<file path="src/rtl/trace_pkg.sv">
// trace_pkg: shared state encoding, entry field layout and defaults for the commit trace buffer
package trace_pkg;
    typedef enum logic [2:0] {IDLE = 3'd0, ARMED = 3'd1, POST = 3'd2, FROZEN = 3'd3} state_t;
    localparam int TS_W_DEF = 16;
    // Entry layout, LSB first: data, rd, opc, pc, ts
    localparam int OFF_DATA = 0;
    function automatic int off_rd(int dw);
        return dw;
    endfunction
    function automatic int off_opc(int dw, int rw);
        return dw + rw;
    endfunction
    function automatic int off_pc(int dw, int rw, int ow);
        return dw + rw + ow;
    endfunction
    function automatic int off_ts(int dw, int rw, int ow, int pw);
        return dw + rw + ow + pw;
    endfunction
    function automatic int entry_w(int dw, int rw, int ow, int pw, int tw);
        return dw + rw + ow + pw + tw;
    endfunction
endpackage

</file>
<file path="src/rtl/trace_ram.sv">
// trace_ram: simple dual-port RAM, one write port and one registered read port
// Ports: clk, reset (clears read register), we/waddr/wdata write, re/raddr read, rdata registered output
module trace_ram #(
    parameter int W = 8,
    parameter int D = 16
) (
    input  logic                 clk,
    input  logic                 reset,
    input  logic                 we,
    input  logic [$clog2(D)-1:0] waddr,
    input  logic [W-1:0]         wdata,
    input  logic                 re,
    input  logic [$clog2(D)-1:0] raddr,
    output logic [W-1:0]         rdata
);
    logic [W-1:0] mem [D];
    always_ff @(posedge clk)
        if (we) mem[waddr] <= wdata;
    always_ff @(posedge clk)
        if (reset) rdata <= '0;
        else if (re) rdata <= mem[raddr];
endmodule

</file>
<file path="src/rtl/commit_trace_buffer.sv">
// commit_trace_buffer: circular writeback trace with PC trigger, post-trigger window and freeze-and-drain readout
// Inputs: clk, reset, arm, halt, trig_en/trig_pc, wb_valid/wb_pc/wb_opc/wb_rd/wb_data, rd_en
// Outputs: rd_valid, rd_pc/rd_opc/rd_rd/rd_data/rd_ts, count, overflow, state_o
// Optional: define TRACE_TIMESTAMP_EN to store a cycle timestamp with each entry
module commit_trace_buffer
    import trace_pkg::*;
#(
    parameter int DATA_W   = 32,
    parameter int PC_W     = 12,
    parameter int OPC_W    = 5,
    parameter int REG_W    = 5,
    parameter int DEPTH    = 16,
    parameter int POST_CNT = 8,
    parameter int TS_W     = TS_W_DEF
) (
    input  logic                     clk,
    input  logic                     reset,
    input  logic                     arm,
    input  logic                     halt,
    input  logic                     trig_en,
    input  logic [PC_W-1:0]          trig_pc,
    input  logic                     wb_valid,
    input  logic [PC_W-1:0]          wb_pc,
    input  logic [OPC_W-1:0]         wb_opc,
    input  logic [REG_W-1:0]         wb_rd,
    input  logic [DATA_W-1:0]        wb_data,
    input  logic                     rd_en,
    output logic                     rd_valid,
    output logic [PC_W-1:0]          rd_pc,
    output logic [OPC_W-1:0]         rd_opc,
    output logic [REG_W-1:0]         rd_rd,
    output logic [DATA_W-1:0]        rd_data,
    output logic [TS_W-1:0]          rd_ts,
    output logic [$clog2(DEPTH):0]   count,
    output logic                     overflow,
    output logic [2:0]               state_o
);
    localparam int AW    = $clog2(DEPTH);
    localparam int O_RD  = off_rd(DATA_W);
    localparam int O_OPC = off_opc(DATA_W, REG_W);
    localparam int O_PC  = off_pc(DATA_W, REG_W, OPC_W);
`ifdef TRACE_TIMESTAMP_EN
    localparam int O_TS  = off_ts(DATA_W, REG_W, OPC_W, PC_W);
    localparam int EW    = entry_w(DATA_W, REG_W, OPC_W, PC_W, TS_W);
`else
    localparam int EW    = entry_w(DATA_W, REG_W, OPC_W, PC_W, 0);
`endif
    localparam logic [AW:0] FULL = (AW + 1)'(DEPTH);
    localparam logic [AW:0] PM1  = (AW + 1)'(POST_CNT - 1);
    localparam logic [AW:0] ONE  = (AW + 1)'(1);

    state_t state, state_n;
    logic [AW-1:0] wp, rp;
    logic [AW:0] remaining;
    logic active, rec, fire, rd_acc;
    logic [EW-1:0] wdata, q;

    always_comb begin
        active  = state == ARMED || state == POST;
        rec     = active && wb_valid && !arm && !halt;
        fire    = rec && state == ARMED && trig_en && wb_pc == trig_pc;
        rd_acc  = state == FROZEN && rd_en && count != '0 && !arm;
        state_n = arm ? ARMED :
                  (halt && active) ? FROZEN :
                  fire ? (POST_CNT == 1 ? FROZEN : POST) :
                  (state == POST && rec && remaining == ONE) ? FROZEN : state;
    end

    always_ff @(posedge clk)
        if (reset) begin
            state     <= IDLE;
            wp        <= '0;
            rp        <= '0;
            count     <= '0;
            overflow  <= 1'b0;
            rd_valid  <= 1'b0;
            remaining <= '0;
        end else begin
            state    <= state_n;
            rd_valid <= rd_acc;
            if (arm) begin
                wp        <= '0;
                rp        <= '0;
                count     <= '0;
                overflow  <= 1'b0;
                remaining <= '0;
            end else begin
                if (rec) begin
                    wp <= wp + 1'b1;
                    // Full buffer: the oldest entry is overwritten, so the read pointer follows
                    if (count == FULL) begin
                        rp       <= rp + 1'b1;
                        overflow <= 1'b1;
                    end else count <= count + 1'b1;
                end
                if (fire) remaining <= PM1;
                else if (state == POST && rec) remaining <= remaining - 1'b1;
                if (rd_acc) begin
                    rp    <= rp + 1'b1;
                    count <= count - 1'b1;
                end
            end
        end

`ifdef TRACE_TIMESTAMP_EN
    logic [TS_W-1:0] ts;
    always_ff @(posedge clk)
        if (reset || arm) ts <= '0;
        else ts <= ts + 1'b1;
    assign wdata = {ts, wb_pc, wb_opc, wb_rd, wb_data};
    assign rd_ts = q[O_TS +: TS_W];
`else
    assign wdata = {wb_pc, wb_opc, wb_rd, wb_data};
    assign rd_ts = '0;
`endif

    trace_ram #(.W(EW), .D(DEPTH)) u_ram (
        .clk   (clk),
        .reset (reset),
        .we    (rec),
        .waddr (wp),
        .wdata (wdata),
        .re    (rd_acc),
        .raddr (rp),
        .rdata (q)
    );

    assign rd_pc   = q[O_PC +: PC_W];
    assign rd_opc  = q[O_OPC +: OPC_W];
    assign rd_rd   = q[O_RD +: REG_W];
    assign rd_data = q[OFF_DATA +: DATA_W];
    assign state_o = state;
endmodule

</file>
<file path="config.mk">
export PLATFORM = sky130hd
export DESIGN_NAME = commit_trace_buffer
export DESIGN_NICKNAME = d
export VERILOG_FILES = /design/src/rtl/trace_pkg.sv /design/src/rtl/trace_ram.sv /design/src/rtl/commit_trace_buffer.sv
export SDC_FILE = /design/constraint.sdc
export NUM_CORES = 1
export LEC_CHECK = 0
export CAP_MARGIN = 5
export CELL_PAD_IN_SITES_DETAIL_PLACEMENT = 2
export CELL_PAD_IN_SITES_GLOBAL_PLACEMENT = 2
export CORE_ASPECT_RATIO = 1.2
export CORE_UTILIZATION = 52
export DETAILED_ROUTE_END_ITERATION = 6
export PLACE_DENSITY = 0.82
export REMOVE_ABC_BUFFERS = 1
export SYNTH_ARGS = -nofsm -noshare
export SYNTH_HDL_FRONTEND = slang
export SYNTH_SLANG_ARGS = --single-unit
</file>
<file path="constraint.sdc">
create_clock -name clk -period 13.7 [get_ports clk]
set_clock_uncertainty 0.2 [all_clocks]
set_input_delay 2.055 -clock clk [delete_from_list [all_inputs] [get_ports clk]]
set_output_delay 2.055 -clock clk [all_outputs]
set_load 0.02 [all_outputs]
</file>
==> summary.txt, run 1 <==
Final layout
  – Area delta synth->final: 14.9%
  – Reg area: 27,500 sq um
  – Final Cell Area: 41,200 sq um
  – Footprint of the multi-input gates: 8010 sq um
  – # diodes: 0
  – Share of layout cells above drive strength 1: 24.7%
  – Nets: 1,896
  – Layout Utilization: 60.3%
  – Filler Cells Inserted: 5,365
  – Post-Layout Cell Count: 2,795

Power
  – Pwr/cell area: 142 nW/um^2
  – VDD IR max: 0.0000985 V
  – Post-route total power: 5.87 mW
  – Leak pwr: roughly 13 nW

Floorplanning
  – Die area: 70,100 sq um
  – Core area: 68,300 sq um
  – Die width: 242 um
  – Top Ports: 153
  – Starting Density: 52.5%
  – Row count: 105
  – Die Y-Extent: 290 um

Worst hold path
  – Hold/Removal Path Class: register to register

Clock tree
  – Clock Sinks: 940
  – Worst skew pair latency: 0.68 ns
  – Clk slew on worst S/H paths: 0.06 ns
  – CTS tree: done
  – Setup bufs post-CTS: 0
  – CTS resizes: 0
  – Clock Tree Buf Depth: 3
  – Root buf cell: clkbuf_16
  – # hold bufs at CTS: 0
  – CTS Buf Count: just over 90
  – H-tree depth: 3

Drt
  – WL final: roughly 110 mm
  – Post-DRT Antenna Nets: 0
  – Via count of the routed design: about 19,000
  – 1st-iter DRT viols: a little under 2,000
  – TritonRoute pass-1 iters: 5
  – DR WL/cell: 40.9 um
  – DR DRC count: 0
  – Via density: between 6 and 7

Timing
  – Hold violation count in the final report: 0
  – Worst-Margin Slew: 1.18 ns
  – Max Slew Vio Count: 0
  – Post-Route Setup TNS: 0 ns
  – Max_slew headroom: 21.4%
  – Fin crit share: 37.8%
  – Minimum clock period after layout: 5.18 ns
  – Final setup viols: 0
  – Peak Freq: 193 MHz
  – RSZ-0062 raised after global routing: no

Synth
  – Seq/Total Area, Yosys: roughly three quarters
  – Syn Inst Count: around 1,600
  – Mapped cell area: about 36,000 sq um
  – FF+latch count, synth: 940
  – Ys Warns: 0
  – Asr flop ratio synth: 0%
  – Post-synth EDFFs: 864
  – Synth cell types: 46
  – Syn Area/Cell: approximately 22 sq um
  – Top_reg_cell synth: edfxtp_1

Critical path
  – Critical path class: input port to register
  – Critical Path RT: 13.77 ns
  – Critical path fanouts, max: 35
  – Type of origin of the critical path: input port
  – CP arrival: 5.25 ns
  – Critical path capture point type: register

Global routing
  – First-pass GRT wire length: 160 mm
  – Vias in the first global route: 20,200
  – Largest net degree at the start of global routing: 61
  – GRT overflow: 0
  – Initial antenna violation count: 3
  – Global router's overall resource usage: 33.1%

Placed design
  – DP Area: around 38,000 sq um
  – Final Wtd Congestion: approximately 0.73
  – Port Buffers: 135
  – # placed instances: 2,624
  – Detailed Place HPWL: ~60 mm

Status
  – Status: completed

Run
  – Max cap viols: 0
==> where the power goes <==
| part | total [mW] | switching [mW] | leakage, nW | internal (mW) |
|---|---|---|---|---|
| clock network | 2.63 | 1.16 | 1.48 | 1.47 |
| logic | 0.107 | 0.0776 | 2.71 | 0.0291 |
| registers | 3.13 | 0.00266 | 8.38 | 3.13 |
| total | 5.87 | 1.24 | 12.6 | 4.63 |
==> metal layers <==
layer | share of wire [%] | up-vias | track usage [%] | routed length [um]
met5 | 0.0079 | - | 0 | 9
met3 | 7.0 | 216 | 6.09 | 7950
li1 | - | 7157 | - | -
met2 | 51 | 1024 | 57.1 | 58600
met4 | 3.5 | 2 | 12.5 | 4030
met1 | 38 | 10200 | 42.2 | 43600
==> synthesized netlist by cell type (7+ instances only) <==
| library cell | number | share of area, % |
|---|---|---|
| edfxtp_1 | 864 | 72 |
| mux4_2 | 216 | 14 |
| nor2_1 | 77 | 0.81 |
| dfxtp_1 | 76 | 4.2 |
| mux2i_1 | 57 | 1.6 |
| mux2_2 | 55 | 1.7 |
| a221o_1 | 54 | 1.5 |
| clkbuf_1 | 38 | 0.40 |
| buf_2 | 23 | 0.32 |
| buf_4 | 18 | 0.38 |
| nand2_1 | 17 | 0.18 |
| a21oi_1 | 15 | 0.21 |
| xnor2_1 | 14 | 0.34 |
| ha_1 | 13 | 0.45 |
| buf_1 | 11 | 0.12 |
| buf_6 | 11 | 0.35 |
| nor3_1 | 10 | 0.14 |
| nand3_1 | 8 | 0.11 |
| nand4_1 | 8 | 0.14 |
| inv_1 | 7 | 0.073 |
==> path summary, 6_finish.rpt <==
kind                                from                           end  slack (ns)  depth (start not counted)
min          u_ram.rdata[1]$_SDFFE_PP0P_   u_ram.rdata[1]$_SDFFE_PP0P_        0.32                          1
max                                  arm    u_ram.mem[13][1]$_DFFE_PP_        8.52                          6
max reg2reg           rp[0]$_SDFFE_PP0P_  u_ram.rdata[23]$_SDFFE_PP0P_        9.41                          6
min reg2reg  u_ram.rdata[1]$_SDFFE_PP0P_   u_ram.rdata[1]$_SDFFE_PP0P_        0.32                          1
==> area by class of cell <==
| type | count | area share, % |
|---|---|---|
| Tap cell | 909 | 2.76 |
| Clock buffer | 132 | 6.37 |
| Multi-Input combinational cell | 604 | 19.4 |
| Sequential cell | 940 | 66.7 |
| Inverter | 7 | 0.0637 |
| Timing Repair Buffer | 164 | 3.81 |
| Clock inverter | 39 | 0.905 |
==> per-stage QoR <==
step,hold slack (ns),worst slack (ns)
after CTS,0.326,8.51
after global placement,0.271,8.25
after detailed placement,0.285,7.92
after global routing,0.349,8.41
after floorplan,0.278,3.25
final,0.320,8.52
==> cells in the final DEF (no fill, tap or decap), drive strengths merged, types with 2 or more instances in the layout <==
master         count
and3               2
mux2              55
mux4             216
a21oi             15
clkbuf           132
nor2b              2
nand4              8
conb              17
edfxtp           864
and3b              2
o21ai              5
xor2               5
mux2i             57
xnor2             14
or4                3
a31oi              2
clkdlybuf4s50    135
nor4               2
ha                13
clkinv            28
inv                9
nand2b             2
nand2             17
a211oi             3
clkinvlp           2
nand3              8
buf               29
a221o             54
dfxtp             76
nor3              10
nor2              77
bufinv             7
or3                2
a41o               2
==> state kept, by name, indices dropped and copies added (netlist names) <==
| signal | flops |
|---|---|
| overflow | 1 |
| u_ram.mem | 864 |
| remaining | 5 |
| count | 5 |
| rp | 4 |
| rd_valid | 1 |
| wp | 4 |
| state_o | 2 |
| u_ram.rdata | 54 |
==> worst max-delay path: stages <==
cell and delay [ns]:
clkdlybuf4s50_1 0.55, nor4b_4 0.35, buf_4 0.31, nand2_1 0.30, nor2_4 0.83, buf_4 0.79
==> cell families after synthesis <==
group	after synthesis	synth area share, %
DFF	940	76.5
and+or+nand+nor	139	1.84
adders and majority gates	14	0.509
AOI/OAI and AO/OA	87	2.12
buffers and inverters	108	1.63
xor gates and xnor gates	19	0.464
other	1	0.0105
muxes	328	16.9
Power figures use the tool's default switching activity.
==> run 2: changes to the inputs <==
--- a/config.mk
+++ b/config.mk
@@ -9,9 +9,9 @@
 export CELL_PAD_IN_SITES_DETAIL_PLACEMENT = 2
 export CELL_PAD_IN_SITES_GLOBAL_PLACEMENT = 2
 export CORE_ASPECT_RATIO = 1.2
-export CORE_UTILIZATION = 52
+export CORE_UTILIZATION = 48
 export DETAILED_ROUTE_END_ITERATION = 6
-export PLACE_DENSITY = 0.82
+export PLACE_DENSITY = 0.76
 export REMOVE_ABC_BUFFERS = 1
 export SYNTH_ARGS = -nofsm -noshare
 export SYNTH_HDL_FRONTEND = slang
==> constraint.sdc (replaced) <==
create_clock -name clk -period 4.9 [get_ports clk]
set_clock_uncertainty 0.2 [all_clocks]
set_input_delay 0.735 -clock clk [delete_from_list [all_inputs] [get_ports clk]]
set_output_delay 0.735 -clock clk [all_outputs]
set_load 0.02 [all_outputs]
==> run 2 against run 1 <==
- non-clock buffer count grew 23
- core utilization is 3.8 points lower
- sequential share of layout area shrank 0.74 points
- first-iteration DRC count fell by 19%
- clock-buffer cell count rose by 1
- global-route usage is 4.8 points lower
- die area increased by 8.3%
- sequential power rose to 2.8 times the previous value
- cell count is 4.2% higher
- wire length shrank 6.5%
- worst hold slack lost 0.033 ns
- critical path type is now register to register
- critical endpoint is now u_ram.mem[15][25]$_DFFE_PP_
- largest cell class unchanged
- highest routed layer unchanged
==> summary.txt, run 2 (synthesis gave the netlist of run 1 again) <==
Power
  – Internal power: 12.9 mW (was 4.63 mW)
  – VDD IR max: 0.000291 V (was 0.0000985 V)
  – Psw: 3.41 mW (was 1.24 mW)
  – Post-route total power: 16.3 mW (was 5.87 mW)
  – Switching share of power: 20.9% (was 21.2%)
  – Comb pwr share: 1.7% (was 1.8%)
  – Clock share of power: 44.4% (was 44.8%)
  – Pwr/cell area: 390 nW/um^2 (was 142 nW/um^2)
  – Seq pwr share: 53.9% (was 53.4%)
  – Leak pwr: 12.7 nW (was 12.6 nW)

Worst hold path
  – WHS Endpoint: u_ram.rdata[14]$_SDFFE_PP0P_ (was u_ram.rdata[1]$_SDFFE_PP0P_)
  – Hold wc startpoint: u_ram.rdata[14]$_SDFFE_PP0P_ (was u_ram.rdata[1]$_SDFFE_PP0P_)
  – Hold/Removal Path Class: register to register (unchanged)
  – Worst hold stages: 1 (unchanged)

Timing
  – RSZ-0062 raised after global routing: no (unchanged)
  – Peak Freq: 275 MHz
  – Max_slew headroom: 26.7% (was 21.4%)
  – Minimum clock period after layout: 3.64 ns
  – Worst-Margin Slew: 1.10 ns (was 1.18 ns)
  – Hold violation count in the final report: 0 (unchanged)
  – Fin crit share: approximately three quarters
  – Max Slew Vio Count: 0 (unchanged)
  – Final setup viols: 0 (unchanged)

Final layout
  – Commonest non-fill, non-tap cell in the layout: edfxtp_1 (unchanged)
  – Filler Cells Inserted: 6,010 (was 5,365)
  – Commonest non-fill, non-tap cells in the layout: 864 x edfxtp_1, 216 x mux4_2, 135 x clkdlybuf4s50_1 (unchanged)
  – Final Cell Area: 41,700 sq um (was 41,200 sq um)
  – Largest registers: u_ram.mem: 864 flops, u_ram.rdata: 54 flops (unchanged)
  – Nets: 1,920 (was 1,896)
  – Area delta synth->final: 16.2% (was 14.9%)
  – Max reg flops: 864 (unchanged)
  – Biggest register: u_ram.mem (unchanged)
  – Layout Utilization: 56.5% (was 60.3%)
  – Share of layout cells above drive strength 1: 25.6% (was 24.7%)

Critical path
  – Delay-heaviest family, CP: simple AND/OR/NAND/NOR gates (was buffers and inverters)
  – Buffer and inverter count on the worst path: 2 (was 3)
  – Register-to-Register Path Depth: 6 (unchanged)
  – RR Startpoint: state_o[0]$_SDFFE_PP0P_ (was rp[0]$_SDFFE_PP0P_)
  – Critical Path RT: 5.00 ns (was 13.77 ns)
  – Critical path capture point type: register (unchanged)
  – Type of origin of the critical path: register (was input port)
  – CP peak stage delay: 0.67 ns (was 0.83 ns)
  – R2R setup slack: 1.26 ns (was 9.41 ns)
  – RR Endpoint: u_ram.mem[15][25]$_DFFE_PP_ (was u_ram.rdata[23]$_SDFFE_PP0P_)
  – Worst path slowest cell: nor2_4 (unchanged)
  – CP startpoint: state_o[0]$_SDFFE_PP0P_ (was arm)
  – Critical path class: register to register (was input port to register)
  – Logic depth of the worst setup path including buffers: 6 (unchanged)
  – Crit-path cells: inv_1 > ha_1 > nor4b_4 > nand2_1 > nor2_4 > buf_4 (was clkdlybuf4s50_1 > nor4b_4 > buf_4 > nand2_1 > nor2_4 > buf_4)
  – CP arrival: 3.74 ns (was 5.25 ns)
  – Critical path fanouts, max: 18 (was 35)

Clock tree
  – Clock Tree Buf Depth: 3 (unchanged)
  – CTS tree: done (unchanged)
  – Clock Sinks: 940 (unchanged)
  – CTS Buf Count: 93 (was 92)
  – Clk slew on worst S/H paths: 0.06 ns (about the same)
  – # hold bufs at CTS: 0 (unchanged)
  – Root buf cell: clkbuf_16 (unchanged)
  – H-tree depth: 3 (unchanged)
  – Setup bufs post-CTS: 0 (unchanged)
  – Worst skew pair latency: 0.66 ns (was 0.68 ns)
  – CTS resizes: 0 (unchanged)

Floorplanning
  – Top Ports: 153 (unchanged)
  – Die area: 75,900 sq um (was 70,100 sq um)
  – Core area: 73,800 sq um (was 68,300 sq um)
  – Die width: 252 um (was 242 um)
  – Die Y-Extent: 302 um (was 290 um)
  – Starting Density: 48.6% (was 52.5%)
  – Row count: 109 (was 105)

Global routing
  – Global router's overall resource usage: 28.3% (was 33.1%)
  – GRT overflow: 0 (unchanged)
  – First-pass GRT wire length: 149 mm (was 160 mm)
  – Initial antenna violation count: 2 (was 3)
  – Vias in the first global route: 20,300 (was 20,200)
  – Largest net degree at the start of global routing: 58 (was 61)

Placed design
  – DP Area: 38,700 sq um (was 38,200 sq um)
  – Final Wtd Congestion: 0.780 (was 0.734)
  – Detailed Place HPWL: 56.9 mm (was 60.0 mm)
  – Port Buffers: 135 (unchanged)

Status
  – Status: completed (unchanged)

Drt
  – Via density: 6.23 (was 6.64)
  – WL final: 107 mm (was 114 mm)
  – Via count of the routed design: 18,100 (was 18,600)
  – DR DRC count: 0 (unchanged)
  – Post-DRT Antenna Nets: 0 (unchanged)
  – DR WL/cell: 36.7 um (was 40.9 um)
  – 1st-iter DRT viols: 1,554 (was 1,930)
  – TritonRoute pass-1 iters: 5 (unchanged)

Run
  – Max cap viols: 0 (unchanged)
run 2: cell types whose count changed in the layout (fill, tap and decap cells not counted):
cell        delta
clkbuf_1       +4
buf_16         +1
clkinv_4       +1
buf_4          +8
inv_6          +3
clkinv_2       -2
clkinvlp_4     +2
diode_2        +1
clkbuf_8       -3
buf_12        +14
clkinv_1       -1
bufinv_16      -1
run 2: worst max-delay path by stage:
stage / to
2_1_floorplan: u_ram.rdata[0]$_SDFFE_PP0P_
3_3_place_gp: count[4]$_SDFFE_PP0P_
3_5_place_dp: u_ram.mem[15][25]$_DFFE_PP_
4_1_cts: u_ram.mem[15][17]$_DFFE_PP_
5_1_grt: u_ram.mem[15][17]$_DFFE_PP_
6_report: u_ram.mem[15][25]$_DFFE_PP_
run 2: cell type report:
cell class	count	area [sq um]	share of cell area, %
clock buffers	133	2600	6.24
clock inverters	41	379	0.910
diodes	1	2.50	0.00600
multi-input cells	604	8010	19.2
well taps	999	1250	3.00
repair buffers	187	1940	4.65
inverters	7	26.3	0.0630
flip-flops and latches	940	27500	65.9
run 2: metrics by stage:
stage	setup slack (ns)	hold WS [ns]	std cells	setup TNS, ns
6_report	1.26	0.288	2912	0
5_1_grt	1.09	0.305	2912	0
4_1_cts	1.22	0.290	2910	0
3_5_place_dp	0.810	0.277	2736	0
3_3_place_gp	1.07	0.265	2736	0
2_1_floorplan	-5.55	0.278	1551	-598.43
run 2: metal layers:
metal,routed length [um],GRT usage (%)
met1,42300,36.7
met2,55500,48.3
met3,6240,5.20
met4,2810,9.26
met5,13,0
run 2: power by group through the flow:
stage	Clock, mW	Sequential, mW	Combinational, mW
CTS	7.32	8.76	0.279
detailed placement	0	8.94	0.275
global route	7.57	8.76	0.295
global placement	0	8.93	0.245
floorplan	0	8.94	0.0644
finish	7.23	8.76	0.280
